**src/rtl/cog_seq_if.sv**
```systemverilog
// ---------------------------------------------------------------------------
// cog_seq_if
//    Bundles the cog RAM port and the ALU operand/result signals that the
//    cog sequencer exchanges with its surroundings.
//
//    Signals
//       ram_addr  [8:0]   RAM read/write address         (sequencer -> RAM)
//       ram_q     [31:0]  RAM read data, one cycle later (RAM -> sequencer)
//       ram_we            RAM write strobe               (sequencer -> RAM)
//       ram_wdata [31:0]  RAM write data                 (sequencer -> RAM)
//       alu_i     [5:0]   opcode                         (sequencer -> ALU)
//       alu_s     [31:0]  source operand                 (sequencer -> ALU)
//       alu_d     [31:0]  destination operand            (sequencer -> ALU)
//       alu_p     [8:0]   pc+1, for jmpret-style results (sequencer -> ALU)
//       alu_ci/zi         carry / zero flags in          (sequencer -> ALU)
//       alu_r     [31:0]  result                         (ALU -> sequencer)
//       alu_co/zo         carry / zero flags out         (ALU -> sequencer)
//       alu_wr            ALU allows result write-back   (ALU -> sequencer)
//
//    Modports
//       master : the sequencer (cog_seq)
//       slave  : RAM + ALU side
// ---------------------------------------------------------------------------
interface cog_seq_if;
   logic [8:0]  ram_addr;
   logic [31:0] ram_q;
   logic        ram_we;
   logic [31:0] ram_wdata;
   logic [5:0]  alu_i;
   logic [31:0] alu_s;
   logic [31:0] alu_d;
   logic [8:0]  alu_p;
   logic        alu_ci;
   logic        alu_zi;
   logic [31:0] alu_r;
   logic        alu_co;
   logic        alu_zo;
   logic        alu_wr;

   modport master (
      output ram_addr, ram_we, ram_wdata,
      output alu_i, alu_s, alu_d, alu_p, alu_ci, alu_zi,
      input  ram_q, alu_r, alu_co, alu_zo, alu_wr
   );

   modport slave (
      input  ram_addr, ram_we, ram_wdata,
      input  alu_i, alu_s, alu_d, alu_p, alu_ci, alu_zi,
      output ram_q, alu_r, alu_co, alu_zo, alu_wr
   );
endinterface

```
**src/rtl/cog_seq.sv**
```systemverilog
// ---------------------------------------------------------------------------
// cog_seq
//    Four-phase instruction sequencer for a cog: I (fetch instruction),
//    S (read source), D (read destination), E (execute / write back).
//
//    Ports
//       clk_cog          single clock, rising edge
//       nres             asynchronous active-low reset
//       ena              cog enable; low forces restart at pc 0
//       hold             stall request, honoured only in E
//       bus (master)     RAM port and ALU operands/results (cog_seq_if)
//       pc    [8:0]      program counter
//       c, z             carry and zero flags
//       state [1:0]      current phase (00 I, 01 S, 10 D, 11 E)
//
//    Optional feature
//       COG_SEQ_FASTSKIP_EN  when defined, the execute condition is tested
//       in S straight from the fetched word; a false condition returns to I
//       with pc+1 after only two cycles. When undefined, false-condition
//       instructions run all four phases with writes and flag updates
//       suppressed.
// ---------------------------------------------------------------------------
module cog_seq (
   input  logic       clk_cog,
   input  logic       nres,
   input  logic       ena,
   input  logic       hold,
   cog_seq_if.master  bus,
   output logic [8:0] pc,
   output logic       c,
   output logic       z,
   output logic [1:0] state
);

   localparam logic [1:0] ST_I = 2'b00;
   localparam logic [1:0] ST_S = 2'b01;
   localparam logic [1:0] ST_D = 2'b10;
   localparam logic [1:0] ST_E = 2'b11;

   localparam logic [5:0] OP_JMP = 6'b010111;

   logic [31:0] ir;
   logic [31:0] s_reg;
   logic [8:0]  pc_inc;
   logic [3:0]  ir_cond;
   logic        cond_ok;
   logic        is_jmp;

   assign pc_inc  = pc + 9'd1;
   assign ir_cond = ir[21:18];
   // Flags only change when leaving E, so during the instruction they still
   // hold the values from its start.
   assign cond_ok = ir_cond[{c, z}];
   assign is_jmp  = (ir[31:26] == OP_JMP);

`ifdef COG_SEQ_FASTSKIP_EN
   logic [3:0] q_cond;
   logic       q_cond_ok;

   assign q_cond    = bus.ram_q[21:18];
   assign q_cond_ok = q_cond[{c, z}];
`endif

   // In S the instruction is still on ram_q (ir captures it at the end of
   // S), so the source address must be taken from ram_q directly.
   always_comb begin
      bus.ram_addr = ir[17:9];
      case (state)
         ST_I:    bus.ram_addr = pc;
         ST_S:    bus.ram_addr = bus.ram_q[8:0];
         default: bus.ram_addr = ir[17:9];
      endcase
   end

   // ena gates the strobe combinationally so a restart cycle never writes.
   assign bus.ram_we    = (state == ST_E) && ena && !hold && cond_ok &&
                          ir[23] && bus.alu_wr;
   assign bus.ram_wdata = bus.alu_r;

   assign bus.alu_i  = ir[31:26];
   assign bus.alu_s  = s_reg;
   assign bus.alu_d  = bus.ram_q;
   assign bus.alu_p  = pc_inc;
   assign bus.alu_ci = c;
   assign bus.alu_zi = z;

   always_ff @(posedge clk_cog or negedge nres) begin
      if (!nres) begin
         state <= ST_I;
         pc    <= 9'd0;
         c     <= 1'b0;
         z     <= 1'b0;
         ir    <= 32'd0;
         s_reg <= 32'd0;
      end else if (!ena) begin
         state <= ST_I;
         pc    <= 9'd0;
      end else begin
         case (state)
            ST_I: begin
               state <= ST_S;
            end
            ST_S: begin
               ir <= bus.ram_q;
`ifdef COG_SEQ_FASTSKIP_EN
               if (q_cond_ok) begin
                  state <= ST_D;
               end else begin
                  state <= ST_I;
                  pc    <= pc_inc;
               end
`else
               state <= ST_D;
`endif
            end
            ST_D: begin
               s_reg <= ir[22] ? {23'd0, ir[8:0]} : bus.ram_q;
               state <= ST_E;
            end
            default: begin
               if (!hold) begin
                  if (cond_ok) begin
                     if (ir[24]) c <= bus.alu_co;
                     if (ir[25]) z <= bus.alu_zo;
                  end
                  pc    <= (cond_ok && is_jmp) ? ir[8:0] : pc_inc;
                  state <= ST_I;
               end
            end
         endcase
      end
   end

endmodule

```
**src/flat_wrapper.sv**
```systemverilog
// flat-port wrapper written by rule: the top's interface ports become plain ports
module cog_seq_flat 
  (clk_cog, nres, ena, hold, pc, c, z, state, bus_ram_addr, bus_ram_we, bus_ram_wdata, bus_alu_i, bus_alu_s, bus_alu_d, bus_alu_p, bus_alu_ci, bus_alu_zi, bus_ram_q, bus_alu_r, bus_alu_co, bus_alu_zo, bus_alu_wr);
  cog_seq_if bus_i ();
  input  logic clk_cog;
  input  logic nres;
  input  logic ena;
  input  logic hold;
  output logic [8:0] pc;
  output logic c;
  output logic z;
  output logic [1:0] state;
  output wire logic [$bits(bus_i.ram_addr)-1:0] bus_ram_addr;
  output wire logic [$bits(bus_i.ram_we)-1:0] bus_ram_we;
  output wire logic [$bits(bus_i.ram_wdata)-1:0] bus_ram_wdata;
  output wire logic [$bits(bus_i.alu_i)-1:0] bus_alu_i;
  output wire logic [$bits(bus_i.alu_s)-1:0] bus_alu_s;
  output wire logic [$bits(bus_i.alu_d)-1:0] bus_alu_d;
  output wire logic [$bits(bus_i.alu_p)-1:0] bus_alu_p;
  output wire logic [$bits(bus_i.alu_ci)-1:0] bus_alu_ci;
  output wire logic [$bits(bus_i.alu_zi)-1:0] bus_alu_zi;
  input wire logic [$bits(bus_i.ram_q)-1:0] bus_ram_q;
  input wire logic [$bits(bus_i.alu_r)-1:0] bus_alu_r;
  input wire logic [$bits(bus_i.alu_co)-1:0] bus_alu_co;
  input wire logic [$bits(bus_i.alu_zo)-1:0] bus_alu_zo;
  input wire logic [$bits(bus_i.alu_wr)-1:0] bus_alu_wr;
  assign bus_ram_addr = bus_i.ram_addr;
  assign bus_ram_we = bus_i.ram_we;
  assign bus_ram_wdata = bus_i.ram_wdata;
  assign bus_alu_i = bus_i.alu_i;
  assign bus_alu_s = bus_i.alu_s;
  assign bus_alu_d = bus_i.alu_d;
  assign bus_alu_p = bus_i.alu_p;
  assign bus_alu_ci = bus_i.alu_ci;
  assign bus_alu_zi = bus_i.alu_zi;
  assign bus_i.ram_q = bus_ram_q;
  assign bus_i.alu_r = bus_alu_r;
  assign bus_i.alu_co = bus_alu_co;
  assign bus_i.alu_zo = bus_alu_zo;
  assign bus_i.alu_wr = bus_alu_wr;
  cog_seq u_core (.clk_cog(clk_cog), .nres(nres), .ena(ena), .hold(hold), .bus(bus_i), .pc(pc), .c(c), .z(z), .state(state));
endmodule
```
**config.mk**
```make
export PLATFORM = sky130hd
export DESIGN_NAME = cog_seq_flat
export DESIGN_NICKNAME = d
export VERILOG_FILES = /design/src/rtl/cog_seq_if.sv /design/src/rtl/cog_seq.sv /design/src/flat_wrapper.sv
export SDC_FILE = /design/constraint.sdc
export NUM_CORES = 1
export LEC_CHECK = 0
export CORE_ASPECT_RATIO = 0.5
export CORE_MARGIN = 10
export CORE_UTILIZATION = 37
export DETAILED_ROUTE_END_ITERATION = 8
export GPL_ROUTABILITY_DRIVEN = 0
export PLACE_DENSITY = 0.77
export SKIP_CTS_REPAIR_TIMING = 1
export SLEW_MARGIN = 20
export SYNTH_ARGS = -nofsm -noshare
export SYNTH_HDL_FRONTEND = slang
export SYNTH_SLANG_ARGS = --single-unit
```
**constraint.sdc**
```tcl
create_clock -name clk_cog -period 1.6 [get_ports clk_cog]
set_input_delay 0.16 -clock clk_cog [delete_from_list [all_inputs] [get_ports clk_cog]]
set_output_delay 0.16 -clock clk_cog [all_outputs]
set_load 0.05 [all_outputs]
```
==> results of run 1 <==
## where the power goes
part / switching, µW / leakage (µW) / internal (µW)
clock network: 819 / 0.000145 / 1200
logic: 4630 / 0.00196 / 3240
registers: 566 / 0.000951 / 2740
## cells by family after synthesis
| family | after synthesis |
|---|---|
| XOR/XNOR | 4 |
| flip-flops | 77 |
| adder cells (fa/ha/maj) | 6 |
| buffers and inverters | 95 |
| AO/OA/AOI/OAI | 59 |
| multiplexers | 47 |
| AND/OR/NAND/NOR | 116 |
## Yosys cell counts, drive strengths merged, types with 2 or more instances
cell,number,share of area [%]
a31o,4,0.85
and4,2,0.45
a22oi,11,2.0
dfrtp,77,47
mux2i,12,2.9
a22o,3,0.63
xnor2,4,0.85
nand3,4,0.48
o21ai,34,4.1
nand3b,2,0.36
nand2b,25,3.8
o21bai,2,0.36
ha,6,1.8
clkbuf,11,1.0
mux2,34,9.2
or2,3,0.45
and2,4,0.66
inv,7,0.63
nor2,7,0.63
buf,77,14
nand2,62,5.6
## metrics by stage
| stage | power [µW] | hold slack [ns] | setup WS [ns] | utilization [%] |
|---|---|---|---|---|
| final | 13200 | 0.320 | -0.305 | 60.3 |
| after floorplan | 7840 | -0.136 | -0.248 | - |
| after global placement | 10100 | 0.216 | -0.0107 | 53.7 |
| after CTS | 12300 | -0.144 | -0.381 | 56.3 |
| after detailed placement | 10300 | 0.217 | -0.0592 | 53.7 |
| after global routing | 13800 | 0.320 | -0.340 | 60.3 |
## registers in the layout (all words and copies together), names as in the netlist
name and flops:
u_core.bus.alu_s 32, u_core.ir 32, u_core.pc 9, u_core.state 2, u_core.bus.alu_ci 1, u_core.bus.alu_zi 1
## layer usage
layer,global-route usage [%],part of all wire (%)
met1,16.6,37
met2,26.3,51
met3,3.91,6.7
met4,6.17,4.7
met5,0,0
## final cells by class
| type | count | area, µm² |
|---|---|---|
| tap | 145 | 181 |
| clock buffer | 9 | 225 |
| sequential | 77 | 1940 |
| clock inverter | 7 | 66.3 |
| multi-input combinational | 233 | 1870 |
| inverter | 7 | 31.3 |
| fill | 801 | 4360 |
| timing repair buffer | 193 | 2300 |
## worst max-delay path: cells and delay by family, from the launching register on
family                     cells  cell delay [ns]
and+or+nand+nor                2             0.45
buffers and inverters          1             0.17
DFF                            1             0.41
adders and majority gates      1             0.17
xor gates and xnor gates       1             0.21
## worst max-delay path by stage
stage	slack, ns	endpoint	from	depth (start not counted)
2_1_floorplan	-0.25	u_core.pc[8]	u_core.pc[0]	5
3_3_place_gp	-0.01	u_core.pc[5]	u_core.bus.alu_zi	4
3_5_place_dp	-0.06	u_core.pc[7]	u_core.bus.alu_zi	4
4_1_cts	-0.38	bus_ram_addr[1]	u_core.state[1]	6
5_1_grt	-0.34	bus_ram_addr[0]	u_core.state[1]	7
6_report	-0.31	bus_alu_p[8]	u_core.pc[1]	5
==> results.sh, run 1 <==
export IMPL_fmax_mhz=525
export IMPL_track_usage_pct=14.7
export IMPL_yosys_warnings=0
export IMPL_hpwl_um=9330
export IMPL_grt_setup_unrepaired="true"
export IMPL_routedWlPerCell_um=20.9
export IMPL_clock_sinks=77
export IMPL_coreArea_um2=11000
export IMPL_powerDensity_nw_per_um2=2000
export IMPL_period_needed_ns=1.91
export IMPL_clk_pin_slew_ns=0.06
export IMPL_slowest_delay_ns=0.41
export IMPL_cts_root_buf="clkbuf_16"
export IMPL_ys_types=41
export IMPL_arrival_ns=1.75
export IMPL_final_area_um2=6620
export IMPL_setup_ws_ns=-0.305
export IMPL_hp_start="bus_alu_r[25]"
export IMPL_syn_area_um2=4140
export IMPL_worstSetupStartpointType="flip-flop"
export IMPL_status="finished with violations"
export IMPL_ys_seq_area_share_pct=46.5
export IMPL_tns_ns=-4.79
export IMPL_synth_compound_area_share_pct=8.97
export IMPL_die_area_um2=16100
export IMPL_cts_tree="yes"
export IMPL_ys_async_sr_fraction_pct=100
export IMPL_cp_cell_sequence="ha_4 > nand3_4 > or3_4 > xnor2_4 > buf_12"
export IMPL_ios=207
export IMPL_synthAdderAreaFrac_pct=1.81
export IMPL_port_buffers=142
export IMPL_die_h_um=94.8
export IMPL_die_w_um=170
export IMPL_grt_overflow_total=0
export IMPL_synth_area_mux_share_pct=12.7
export IMPL_min_delay_path_class="input pin to output port"
export IMPL_syn_nets=481
export IMPL_drt_pass1_iterations=5
export IMPL_mostFrequentLayoutCell="buf_4"
export IMPL_r2r_end="u_core.pc[5]"
export IMPL_rr_startpoint="u_core.ir[21]"
export IMPL_vias_per_cell=5.07
export IMPL_numPlacedInstances=635
export IMPL_syn_avg_cell_area_um2=10.3
export IMPL_num_rows=27
export IMPL_initial_core_util_pct=37.7
export IMPL_clkLatencyLatePin_ns=0.34
export IMPL_fin_cells=671
export IMPL_nets=598
export IMPL_grt_pass1_vias=3438
export IMPL_antenna_found_initial=0
export IMPL_holdPathStages=0
export IMPL_wl_um=14000
export IMPL_htree_levels=3
export IMPL_cp_end_kind="output port"
export IMPL_r2r_cells=5
export IMPL_antenna_left=0
export IMPL_synth_top_family_by_area="buffers and inverters"
export IMPL_leakagePower_uw=0.00306
export IMPL_vias=3404
export IMPL_synthSimpleGateAreaFrac_pct=13.8
export IMPL_period_share_pct=119
export IMPL_maxCapViolations=0
export IMPL_synthXorXnorAreaFrac_pct=0.846
export IMPL_cts_buffers=9
export IMPL_grt_first_pass_wirelength_um=18800
export IMPL_grt_max_degree=78
export IMPL_required_ns=1.44
export IMPL_num_antenna_cells=0
export IMPL_drive_gt1_share_pct=53.2
export IMPL_path_max_fanout=2
export IMPL_drt_initial_drc_count=198
export IMPL_drv_slew=0
export IMPL_violations="negative setup slack"
export IMPL_synth_edf_count=0
export IMPL_tightestPinTransition_ns=0.423
export IMPL_area_delta_synth_final_pct=59.8
export IMPL_synth_cells=404
export IMPL_final_cell_mix="buf_4, dfrtp_1, buf_12"
export IMPL_vdd_drop_max_v=0.00120
export IMPL_critPathKind="flip-flop to output port"
export IMPL_finClkSkew_ns=0.00497
export IMPL_holdPathEnd="bus_ram_wdata[25]"
export IMPL_post_route_drc_count=0
export IMPL_synthFlopType="dfrtp_1"
export IMPL_postPlaceCellArea_um2=5890
export IMPL_setup_viol=29
export IMPL_hold_viol_final=0
export IMPL_reg2reg_slack_ns=-0.14
export IMPL_relSlewSlack_pct=71.8
export IMPL_ys_seq_elements=77
export IMPL_critical_path_slowest_cell="dfrtp_2"
export IMPL_cts_buffer_depth=2
Note: power is estimated with default switching activity, not from simulation.
==> inputs of run 2 (changes only) <==
Settings changed: CORE_UTILIZATION 37 to 40, PLACE_DENSITY 0.77 to 0.79.
Clock period 1.6 ns to 2.1 ns, I/O delays scaled along.
==> results.sh, run 2 (synthesis gave the netlist of run 1 again) <==
export IMPL_status="finished, final reports clean"
export IMPL_slowest_delay_ns=0.42
export IMPL_critPathKind="flip-flop to output port"
export IMPL_r2r_cells=5
export IMPL_powerDensity_nw_per_um2=1610
export IMPL_cts_buffer_depth=2
export IMPL_clkLatencyLatePin_ns=0.34
export IMPL_required_ns=1.89
export IMPL_reg2reg_slack_ns=0.32
export IMPL_antenna_found_initial=0
export IMPL_fill_cells=878
export IMPL_clk_pin_slew_ns=0.05
export IMPL_rr_startpoint="u_core.state[0]"
export IMPL_wl_met2_um=6070
export IMPL_vdd_drop_max_v=0.000565
export IMPL_maxCapViolations=0
export IMPL_coreArea_um2=10100
export IMPL_leakagePower_uw=0.00252
export IMPL_holdPathEnd="bus_ram_wdata[17]"
export IMPL_drive_gt1_share_pct=25.7
export IMPL_drt_met1_wl_um=4230
export IMPL_hold_viol_final=0
export IMPL_fmax_mhz=490
export IMPL_initial_core_util_pct=40.8
export IMPL_nets=554
export IMPL_period_share_pct=97.2
export IMPL_min_delay_path_class="input pin to output port"
export IMPL_htree_levels=3
export IMPL_cts_root_buf="clkbuf_16"
export IMPL_holdPathStages=0
export IMPL_cp_end_kind="output port"
export IMPL_pre_cts_ws_ns=0.298
export IMPL_drt_initial_drc_count=96
export IMPL_die_h_um=92.0
export IMPL_grt_pass1_vias=3120
export IMPL_cts_buffers=9
export IMPL_die_w_um=164
export IMPL_drv_slew=0
export IMPL_wl_met3_um=470
export IMPL_grt_first_pass_wirelength_um=17200
export IMPL_final_cell_mix="clkdlybuf4s50_1, dfrtp_1, nand2_1"
export IMPL_wl_um=11000
export IMPL_setup_ws_ns=0.0581
export IMPL_worstSetupStartpointType="flip-flop"
export IMPL_arrival_ns=1.83
export IMPL_drt_pass1_iterations=4
export IMPL_track_usage_pct=14.4
export IMPL_vias=3007
export IMPL_hp_start="bus_alu_r[17]"
export IMPL_path_max_fanout=6
export IMPL_hpwl_um=8500
export IMPL_routedWlPerCell_um=17.7
export IMPL_die_area_um2=15100
export IMPL_mostFrequentLayoutCell="clkdlybuf4s50_1"
export IMPL_setup_viol=0
export IMPL_period_needed_ns=2.04
export IMPL_clock_sinks=77
export IMPL_num_rows=26
export IMPL_tightestPinTransition_ns=0.656
export IMPL_fin_cells=622
export IMPL_cts_tree="yes"
export IMPL_post_route_drc_count=0
export IMPL_finClkSkew_ns=0.00607
export IMPL_grt_max_degree=65
export IMPL_num_antenna_cells=0
export IMPL_ios=207
export IMPL_antenna_left=0
export IMPL_numPlacedInstances=604
export IMPL_utilization_pct=54.9
export IMPL_r2r_end="u_core.bus.alu_s[16]"
export IMPL_cp_cell_sequence="ha_1 > nand3_2 > or3_4 > xnor2_4 > buf_12"
export IMPL_power_total_uw=8950
export IMPL_port_buffers=142
export IMPL_relSlewSlack_pct=56.3
export IMPL_grt_overflow_total=0
export IMPL_vias_per_cell=4.83
export IMPL_critical_path_slowest_cell="dfrtp_2"
export IMPL_highest_layer="met4"
export IMPL_area_delta_synth_final_pct=34.7
[run 2: changes by cell type in the layout (fill, tap and decap cells not counted), sizes merged, moves of 4 or more]
cell / previous run / this run
clkdlybuf4s50: 37 / 91
clkbuf: 11 / 15
clkinv: 5 / 1
buf: 153 / 58
[run 2: final cells by class]
class	count	area [µm²]	share of cell area, %
Clock buffer	15	268	4.80
Timing Repair Buffer	150	1530	27.5
Clock inverter	1	5.00	0.0897
Tap cell	140	175	3.14
Multi-Input combinational cell	232	1640	29.4
Inverter	7	26.3	0.471
Sequential cell	77	1930	34.6
[run 2: worst max-delay path: cells and delay by family, from the launching register on]
family	cells	cell delay, ns
buffers and inverters	1	0.16
DFF	1	0.42
adders and majority gates	1	0.22
xor gates and xnor gates	1	0.20
and+or+nand+nor	2	0.49
[run 2: worst max-delay path by stage]
stage / slack (ns) / end / cells past startpoint / startpoint
floorplan: -0.01 / u_core.pc[8] / 5 / u_core.pc[0]
finish: 0.06 / bus_alu_p[8] / 5 / u_core.pc[1]
CTS: -0.08 / bus_alu_p[8] / 5 / u_core.pc[0]
global placement: 0.33 / bus_alu_p[8] / 5 / u_core.pc[1]
global route: -0.0008 / bus_alu_p[8] / 5 / u_core.pc[1]
detailed placement: 0.30 / bus_alu_p[8] / 5 / u_core.pc[0]
[run 2: where the power goes]
part           total (µW)  internal, µW  switching, µW
combinational        5040          2000           3040
sequential           2480          2080            393
clock                1430           864            565
total                8950          4950           4000
[run 2: metal layers]
layer | GRT usage, % | vias up
li1 | - | 1441
met5 | 0 | -
met1 | 15.1 | 1476
met4 | 5.77 | 0
met2 | 27.0 | 67
met3 | 3.79 | 23
[run 2: through the flow]
| step | TNS [ns] | hold slack, ns | area [µm²] |
|---|---|---|---|
| global route | -0.000761 | 0.420 | 5580 |
| CTS | -0.258 | -0.0748 | 5520 |
| global placement | 0 | 0.282 | 5250 |
| floorplan | -0.0120 | -0.0856 | 4170 |
| finish | 0 | 0.420 | 5580 |
| detailed placement | 0 | 0.284 | 5250 |
